===== src/rtl/dl_fifo.sv =====
// dl_fifo: elastic data latch for the multi-cycle datapath.
//
// Holds up to DEPTH words of WIDTH bits in arrival order, with a valid/ready handshake on
// both sides. It replaces the single-register DR/A/B/ALUOut buffer and adds back-pressure,
// flush and occupancy reporting.
//
// Ports:
//   clk        in   sole clock, all state changes on its rising edge
//   rst        in   asynchronous active-low reset
//   flush      in   synchronous clear, active-high, overrides push and pop
//   in_valid   in   producer presents a word on in_data
//   in_data    in   word to store
//   in_ready   out  a word can be accepted this cycle (not full)
//   out_valid  out  out_data holds the oldest stored word (not empty)
//   out_data   out  oldest stored word, or RESET_VAL when empty
//   out_ready  in   consumer takes the word this cycle
//   count      out  number of stored words, 0..DEPTH
//
// All outputs are decoded from registers only; out_ready never reaches in_ready, so a full
// buffer refuses a push even when a pop happens on the same edge.
module dl_fifo #(
  parameter int unsigned WIDTH     = 32,
  parameter int unsigned DEPTH     = 2,
  parameter logic [63:0] RESET_VAL = 64'h0
) (
  input  logic                         clk,
  input  logic                         rst,
  input  logic                         flush,
  input  logic                         in_valid,
  input  logic [WIDTH-1:0]             in_data,
  output logic                         in_ready,
  output logic                         out_valid,
  output logic [WIDTH-1:0]             out_data,
  input  logic                         out_ready,
  output logic [$clog2(DEPTH+1)-1:0]   count
);

  localparam int unsigned PtrW = (DEPTH > 1) ? $clog2(DEPTH) : 1;
  localparam int unsigned CntW = $clog2(DEPTH + 1);

  localparam logic [WIDTH-1:0] ResetWord = RESET_VAL[WIDTH-1:0];
  localparam logic [PtrW-1:0]  PtrLast   = PtrW'(DEPTH - 1);
  localparam logic [CntW-1:0]  CntFull   = CntW'(DEPTH);

  logic [WIDTH-1:0] mem_q [DEPTH];
  logic [WIDTH-1:0] mem_d [DEPTH];
  logic [PtrW-1:0]  wp_q, wp_d;
  logic [PtrW-1:0]  rp_q, rp_d;
  logic [CntW-1:0]  count_q, count_d;

  logic push, pop;

  // DEPTH need not be a power of two, so wrap on an explicit compare.
  function automatic logic [PtrW-1:0] ptr_inc(input logic [PtrW-1:0] p);
    return (p == PtrLast) ? '0 : p + PtrW'(1);
  endfunction

  // Handshake qualification uses registered status only.
  always_comb begin
    push = in_valid & (count_q != CntFull);
    pop  = out_ready & (count_q != '0);
  end

  always_comb begin
    mem_d   = mem_q;
    wp_d    = wp_q;
    rp_d    = rp_q;
    count_d = count_q;

    if (flush) begin
      for (int unsigned i = 0; i < DEPTH; i++) begin
        mem_d[i] = ResetWord;
      end
      wp_d    = '0;
      rp_d    = '0;
      count_d = '0;
    end else begin
      if (push) begin
        mem_d[wp_q] = in_data;
        wp_d        = ptr_inc(wp_q);
      end
      if (pop) begin
        rp_d = ptr_inc(rp_q);
      end
      unique case ({push, pop})
        2'b10:   count_d = count_q + CntW'(1);
        2'b01:   count_d = count_q - CntW'(1);
        default: count_d = count_q;
      endcase
    end
  end

  always_ff @(posedge clk or negedge rst) begin
    if (!rst) begin
      for (int unsigned i = 0; i < DEPTH; i++) begin
        mem_q[i] <= ResetWord;
      end
      wp_q    <= '0;
      rp_q    <= '0;
      count_q <= '0;
    end else begin
      mem_q   <= mem_d;
      wp_q    <= wp_d;
      rp_q    <= rp_d;
      count_q <= count_d;
    end
  end

  // Popped entries keep stale data, so the empty case is masked explicitly.
  always_comb begin
    in_ready  = (count_q != CntFull);
    out_valid = (count_q != '0);
    out_data  = out_valid ? mem_q[rp_q] : ResetWord;
    count     = count_q;
  end

endmodule


===== config.mk =====
export PLATFORM = sky130hd
export DESIGN_NAME = dl_fifo
export DESIGN_NICKNAME = d
export VERILOG_FILES = /design/src/rtl/dl_fifo.sv
export SDC_FILE = /design/constraint.sdc
export NUM_CORES = 1
export LEC_CHECK = 0
export ABC_AREA = 1
export BUFFER_PORTS_ARGS = -buffer_cell sky130_fd_sc_hd__buf_2
export CAP_MARGIN = 20
export CORE_AREA = 2 2 77 79
export CTS_CLUSTER_DIAMETER = 40
export DETAILED_ROUTE_END_ITERATION = 10
export DIE_AREA = 0 0 79 81
export GPL_ROUTABILITY_DRIVEN = 0
export GPL_TIMING_DRIVEN = 1
export PLACE_DENSITY = 0.83
export SYNTH_ARGS = -nofsm -noshare
export SYNTH_HDL_FRONTEND = slang
export SYNTH_SLANG_ARGS = --single-unit

===== constraint.sdc =====
create_clock -name clk -period 2.1 [get_ports clk]
set_input_delay 0 -clock clk [delete_from_list [all_inputs] [get_ports clk]]
set_output_delay 0 -clock clk [all_outputs]
set_load 0.01 [all_outputs]

==> metrics.md, run 1 <==
| Metric | Value |
|---|---|
| Remaining DRCs | `0` |
| Register-to-Register Path Depth | `5` |
| Detailed Place HPWL | `around 4.7 mm` |
| Largest delay share family, worst path | `flip-flops` |
| Via density | `~5.4` |
| CP endpoint kind | `primary output` |
| Worst-margin pin slew | `around 760 ps` |
| Top cells by area, synth | `dfrtp_1 (55%), o21ai_0 (13%), inv_1 (8.5%), o22ai_1 (6.0%), a21oi_1 (5.3%)` |
| Period minus WS final | `1850 ps` |
| Initial core utilization | `54.7%` |
| Vias in the first global route | `around 2,700` |
| Die height | `81 µm` |
| Post-Place Cells | `a little under 500` |
| P_leak | `a little over 2 nW` |
| Top-level I/O count | `73` |
| Dominant cell type by area after synthesis | `dfrtp_1` |
| Routed WL | `slightly below 8 mm` |
| Number of antenna violations at the first check in global routing | `0` |
| Slowest-stage cell, CP | `dfrtp_1` |
| CP Launch Type | `flip-flop` |
| Cell area after synthesis | `between 0.003 and 0.004 mm²` |
| Reg2reg start | `count[1]` |
| CP Data Required Time | `approximately 2100 ps` |
| Register area share after synthesis | `54.8%` |
| Crit path buffers/inverters | `3` |
| Core ar. | `around 0.0057 mm²` |
| Max-slew violations | `0` |
| CTS clk-pin slew, worst paths | `about 70 ps` |
| Root Driver | `clkbuf_8` |
| Post-CTS Resized | `0` |
| Syn Inst Count | `357` |
| Post-route core utilization | `a little under three quarters` |
| Reg2Reg Capture Point | `mem_q[23]` |
| Min-Delay Path Class | `input port to asynchronous set/reset pin` |
| Dominant synthesized flop cell | `dfrtp_1` |
| Initial DRC Count | `between 200 and 250` |
| Crit path capture | `out_data[19]` |
| Reg2Reg Setup Slack | `350 ps` |
| Peak supply drop | `around 670 µV` |
| Diodes inserted | `0` |
| Number of buffers created by CTS | `9` |
| Post-synth top area share | `a little over half` |
| Post-synth EDFFs | `0` |
| DR pass1 iterations | `4` |
| Clk sinks | `68` |
| Max cap viols | `0` |
| Synth Area per Inst | `slightly below 9 µm²` |
| Setup tns final | `0 ps` |
| DR WL/cell | `14.3 µm` |
| Largest net degree at the start of global routing | `39` |
| Post-Syn Nets | `just under 400` |
| Setup violations, final | `0` |
| CTS max path bufs | `2` |
| Synth Register Bits | `slightly below 70` |
| Htree depth | `3` |
| Fin nets | `between 400 and 500` |
| Yosys warnings | `0` |
| Crit path depth | `6` |
| Pre-CTS setup slack | `slightly below 400 ps` |
| F_max | `~540 MHz` |
| Area of the multi-input gates | `a little over 0.001 mm²` |
| Crit path arrival time | `about 1900 ps` |
| Final Hold Fails | `0` |
| Fill cells | `465` |
| Count leader, synth | `o21ai_0` |
| Clk_skew | `7.68 ps` |
| Grt total ovfl | `0` |
| CTS tree | `done` |
| Post-CTS setup buffer count | `0` |
| Crit. Startpoint | `count[1]` |
| Port Buffers | `72` |
| Clk Latency, worst-skew pair | `330 ps` |
| Worst rel slew slack | `48.9%` |
| # rows | `28` |
| Cell variety after synth | `19` |
| RSZ-0062 raised after global routing | `false` |
| Outcome | `finished, final reports clean` |
| First-pass GRT wire length | `approximately 12 mm` |
| Gr usage total | `approximately 25%` |
| Crit path kind | `flip-flop to primary output` |
| Pwr dens | `964 mW/mm²` |
| Antenna-violating nets left | `0` |
| Share of layout cells above drive strength 1 | `about 22%` |
| FF/Latch Area | `0.00170 mm²` |
| FFs w/ async S/R, synth | `100%` |
| Worst path max stage delay | `~520 ps` |
| Min Hold Slack | `approximately 70 ps` |
| Synth top cells by count | `o21ai_0 (80), inv_1 (70), dfrtp_1 (68)` |
| CP cell instances | `inv_2 > nand2_1 > buf_12 > o21ai_0 > a21oi_1 > buf_2` |
| Tcrit/Tclk final | `approximately nine tenths` |
| Crit-path max FO | `24` |
| Die Area | `0.00640 mm²` |
| Via count | `2,892` |
| Layout Cells excl Fill | `between 500 and 600` |
| Chip width | `79 µm` |
| Hold-fix buffers at CTS | `35` |
| Area delta synth->final | `30.7%` |
| Setup WS post-layout | `246 ps` |
## layout make-up
class | instances | share of cell area [%]
Clock buffer | 13 | 3.67
Clock inverter | 2 | 0.863
Inverter | 72 | 6.66
Multi-Input combinational cell | 192 | 25.0
Sequential cell | 68 | 41.9
Tap cell | 75 | 2.31
Timing Repair Buffer | 115 | 19.6
## metrics by stage
stage	power, mW	area [µm²]
6_report	3.92	4060
5_1_grt	4.16	4060
4_1_cts	3.93	4060
3_5_place_dp	2.85	3530
3_3_place_gp	2.81	3530
2_1_floorplan	2.38	3110
## layer usage
| layer | track usage, % | vias to the layer above | share of wire [%] |
|---|---|---|---|
| li1 | - | 1384 | - |
| met1 | 32.5 | 1383 | 43 |
| met2 | 41.9 | 118 | 49 |
| met3 | 6.22 | 7 | 6.8 |
| met4 | 8.28 | 0 | 0.77 |
| met5 | 0 | - | 0 |
## cell families after synthesis
| logic type | share of synthesized area (%) |
|---|---|
| AOI/OAI and AO/OA | 28.2 |
| and+or+nand+nor | 4.03 |
| xor gates and xnor gates | 0.282 |
| buffers and inverters | 12.7 |
| DFF | 54.8 |
## worst register-to-register path, stage by stage (launching register included)
cell and delay (ps):
dfrtp_1 520, a21oi_4 130, nor2_4 600, nor2_4 50, buf_4 220, o22ai_1 140
## where the power goes
part / total [mW] / internal, mW / switching [mW]
combinational: 1.26 / 0.491 / 0.766
clock: 1.03 / 0.575 / 0.458
sequential: 1.63 / 1.49 / 0.136
## registers in the layout, indices dropped and copies added, names as in the netlist
name   count
rp_q       1
wp_q       1
mem_q     64
count      2
## layout by cell type, fill, tap and decap left out, types with 6 or more instances in the layout
cell type and instances:
o21ai_1 19, buf_2 72, a21oi_1 33, o21ai_0 80, nand2_1 16, inv_1 70
clkbuf_8 10, dfrtp_1 67, buf_4 6, o22ai_1 30, dlygate4sd3_1 35
## how the worst min path moves through the flow
stage / startpoint / to / slack (ps) / cells past startpoint
floorplan: rst / count[0] / -300 / 0
global placement: rst / mem_q[15] / -110 / 1
detailed placement: rst / mem_q[15] / -110 / 1
CTS: rst / mem_q[47] / 60 / 2
global route: rst / mem_q[47] / 60 / 2
finish: rst / mem_q[47] / 70 / 2
Note: power is estimated with default switching activity, not from simulation.
==> inputs of run 2 (changes only) <==
Settings changed: CORE_AREA 2 2 77 79 to 2 2 87 89, DIE_AREA 0 0 79 81 to 0 0 89 91, PLACE_DENSITY 0.83 to 0.67.
==> run 2 against run 1 <==
Effect of this change:
- clock skew fell by 2.1 ps
- largest power group unchanged
- via count shrank 3.1%
- setup slack lost 44 ps
- die area grew 27%
- critical endpoint is now out_data[16]
- design area shrank 0.31%
==> metrics.md, run 2 (same netlist as run 1, synthesis figures left out) <==
| Metric | Value |
|---|---|
| Layout Cells excl Fill | `558` |
| Grt total ovfl | `0` |
| CP Data Required Time | `2100 ps` |
| RSZ-0062 raised after global routing | `false` |
| First-pass GRT wire length | `12.6 mm` |
| P_leak | `about 2.0 nW` |
| Crit-path max FO | `12` |
| Root Driver | `clkbuf_8` |
| Setup tns final | `0 ps` |
| Worst rel slew slack | `between 50% and 60%` |
| Max reg flops | `64` |
| Routed WL | `7.63 mm` |
| Post-route core utilization | `~57%` |
| Antenna-violating nets left | `0` |
| DR WL/cell | `~14 µm` |
| Clk sinks | `between 60 and 70` |
| Peak supply drop | `458 µV` |
| Top-level I/O count | `73` |
| Worst-margin pin slew | `~740 ps` |
| Post-CTS Resized | `0` |
| Remaining DRCs | `0` |
| DR pass1 iterations | `4` |
| Most frequent cells in the layout | `o21ai_0 (80), buf_2 (72), inv_1 (70)` |
| CP Launch Type | `flip-flop` |
| Clk_skew | `~5.6 ps` |
| Setup violations, final | `0` |
| Die Area | `about 0.0081 mm²` |
| Fill cells | `around 690` |
| Share of layout cells above drive strength 1 | `between 20% and 30%` |
| F_max | `527 MHz` |
| Final Hold Fails | `0` |
| Area delta synth->final | `30.3%` |
| Diodes inserted | `0` |
| Port Buffers | `72` |
| Crit path buffers/inverters | `3` |
| Core ar. | `a little over 0.007 mm²` |
| Tcrit/Tclk final | `between 90% and 100%` |
| Clk Latency, worst-skew pair | `between 300 and 400 ps` |
| CTS clk-pin slew, worst paths | `approximately 70 ps` |
| CP cell instances | `inv_2 > nand2_1 > buf_4 > o21ai_0 > a21oi_1 > buf_2` |
| Largest delay share family, worst path | `flip-flops` |
| Chip width | `a little under 90 µm` |
| Die height | `slightly above 90 µm` |
| CP endpoint kind | `primary output` |
| Period minus WS final | `approximately 1900 ps` |
| Worst path max stage delay | `510 ps` |
| Largest net degree at the start of global routing | `45` |
| Crit path arrival time | `between 1500 and 2000 ps` |
| Number of buffers created by CTS | `9` |
| Post-Place Cells | `510` |
| Initial DRC Count | `about 120` |
| Fin nets | `between 400 and 500` |
| Pwr dens | `923 mW/mm²` |
| Outcome | `finished, final reports clean` |
| Via density | `5.02` |
| Hold-fix buffers at CTS | `35` |
| Crit path kind | `flip-flop to primary output` |
| Via count | `between 2,000 and 3,000` |
| # rows | `31` |
| Slowest-stage cell, CP | `dfrtp_1` |
| Detailed Place HPWL | `4.63 mm` |
| CTS tree | `done` |
| Vias in the first global route | `2,765` |
| Largest reg by FF count | `mem_q` |
| Initial core utilization | `between 40% and 50%` |
| Max cap viols | `0` |
| Gr usage total | `approximately a fifth` |
| CTS max path bufs | `2` |
| Most common cell after layout, fill and taps aside | `o21ai_0` |
| Max-slew violations | `0` |
| Post-CTS setup buffer count | `0` |
| Number of antenna violations at the first check in global routing | `0` |
| Htree depth | `3` |
| Min-Delay Path Class | `input port to flip-flop` |
-- run 2: stage by stage --
step	hold WS [ps]	setup WS, ps	power, mW	cell area, µm²
global route	90.2	21.9	3.99	4050
finish	72.3	202	3.74	4050
detailed placement	47.9	255	2.85	3550
floorplan	-296	812	2.38	3110
global placement	38.8	336	2.83	3550
CTS	64.2	201	3.77	4050
-- run 2: layout make-up --
class,count,area (µm²),area share (%)
Sequential cell,68,1700,42.1
Multi-Input combinational cell,192,1010,25.0
Timing Repair Buffer,114,788,19.5
Inverter,72,270,6.68
Clock buffer,13,149,3.68
Tap cell,99,124,3.06
-- run 2: worst min-delay path: stages --
cell	delay, ps
buf_2	140
inv_1	100
o21ai_0	80
a21oi_1	40
-- run 2: layer usage --
layer  vias up  global-route usage, %  part of all wire [%]
li1       1382                      -                     -
met1      1322                   26.7                    48
met2        91                   31.9                    46
met3         6                   3.36                   4.8
met4         0                   6.59                  0.94
met5         -                      0                     0
-- run 2: path summary, 6_finish.rpt --
| kind | start | to | slack (ps) | cells past startpoint |
|---|---|---|---|---|
| worst max-delay path | count[1] | out_data[16] | 200 | 6 |
| worst min-delay path | flush | rp_q | 70 | 4 |
| worst max register to register | count[1] | mem_q[11] | 260 | 5 |
| worst min register to register | mem_q[14] | mem_q[14] | 490 | 2 |
| max in group asynchronous | rst | mem_q[55] | 1420 | 3 |
| min in group asynchronous | rst | mem_q[15] | 220 | 3 |
-- run 2: power by group --
part | total (mW) | switching [mW] | internal, mW
logic | 1.27 | 0.779 | 0.487
registers | 1.60 | 0.113 | 1.49
clock network | 0.868 | 0.425 | 0.443
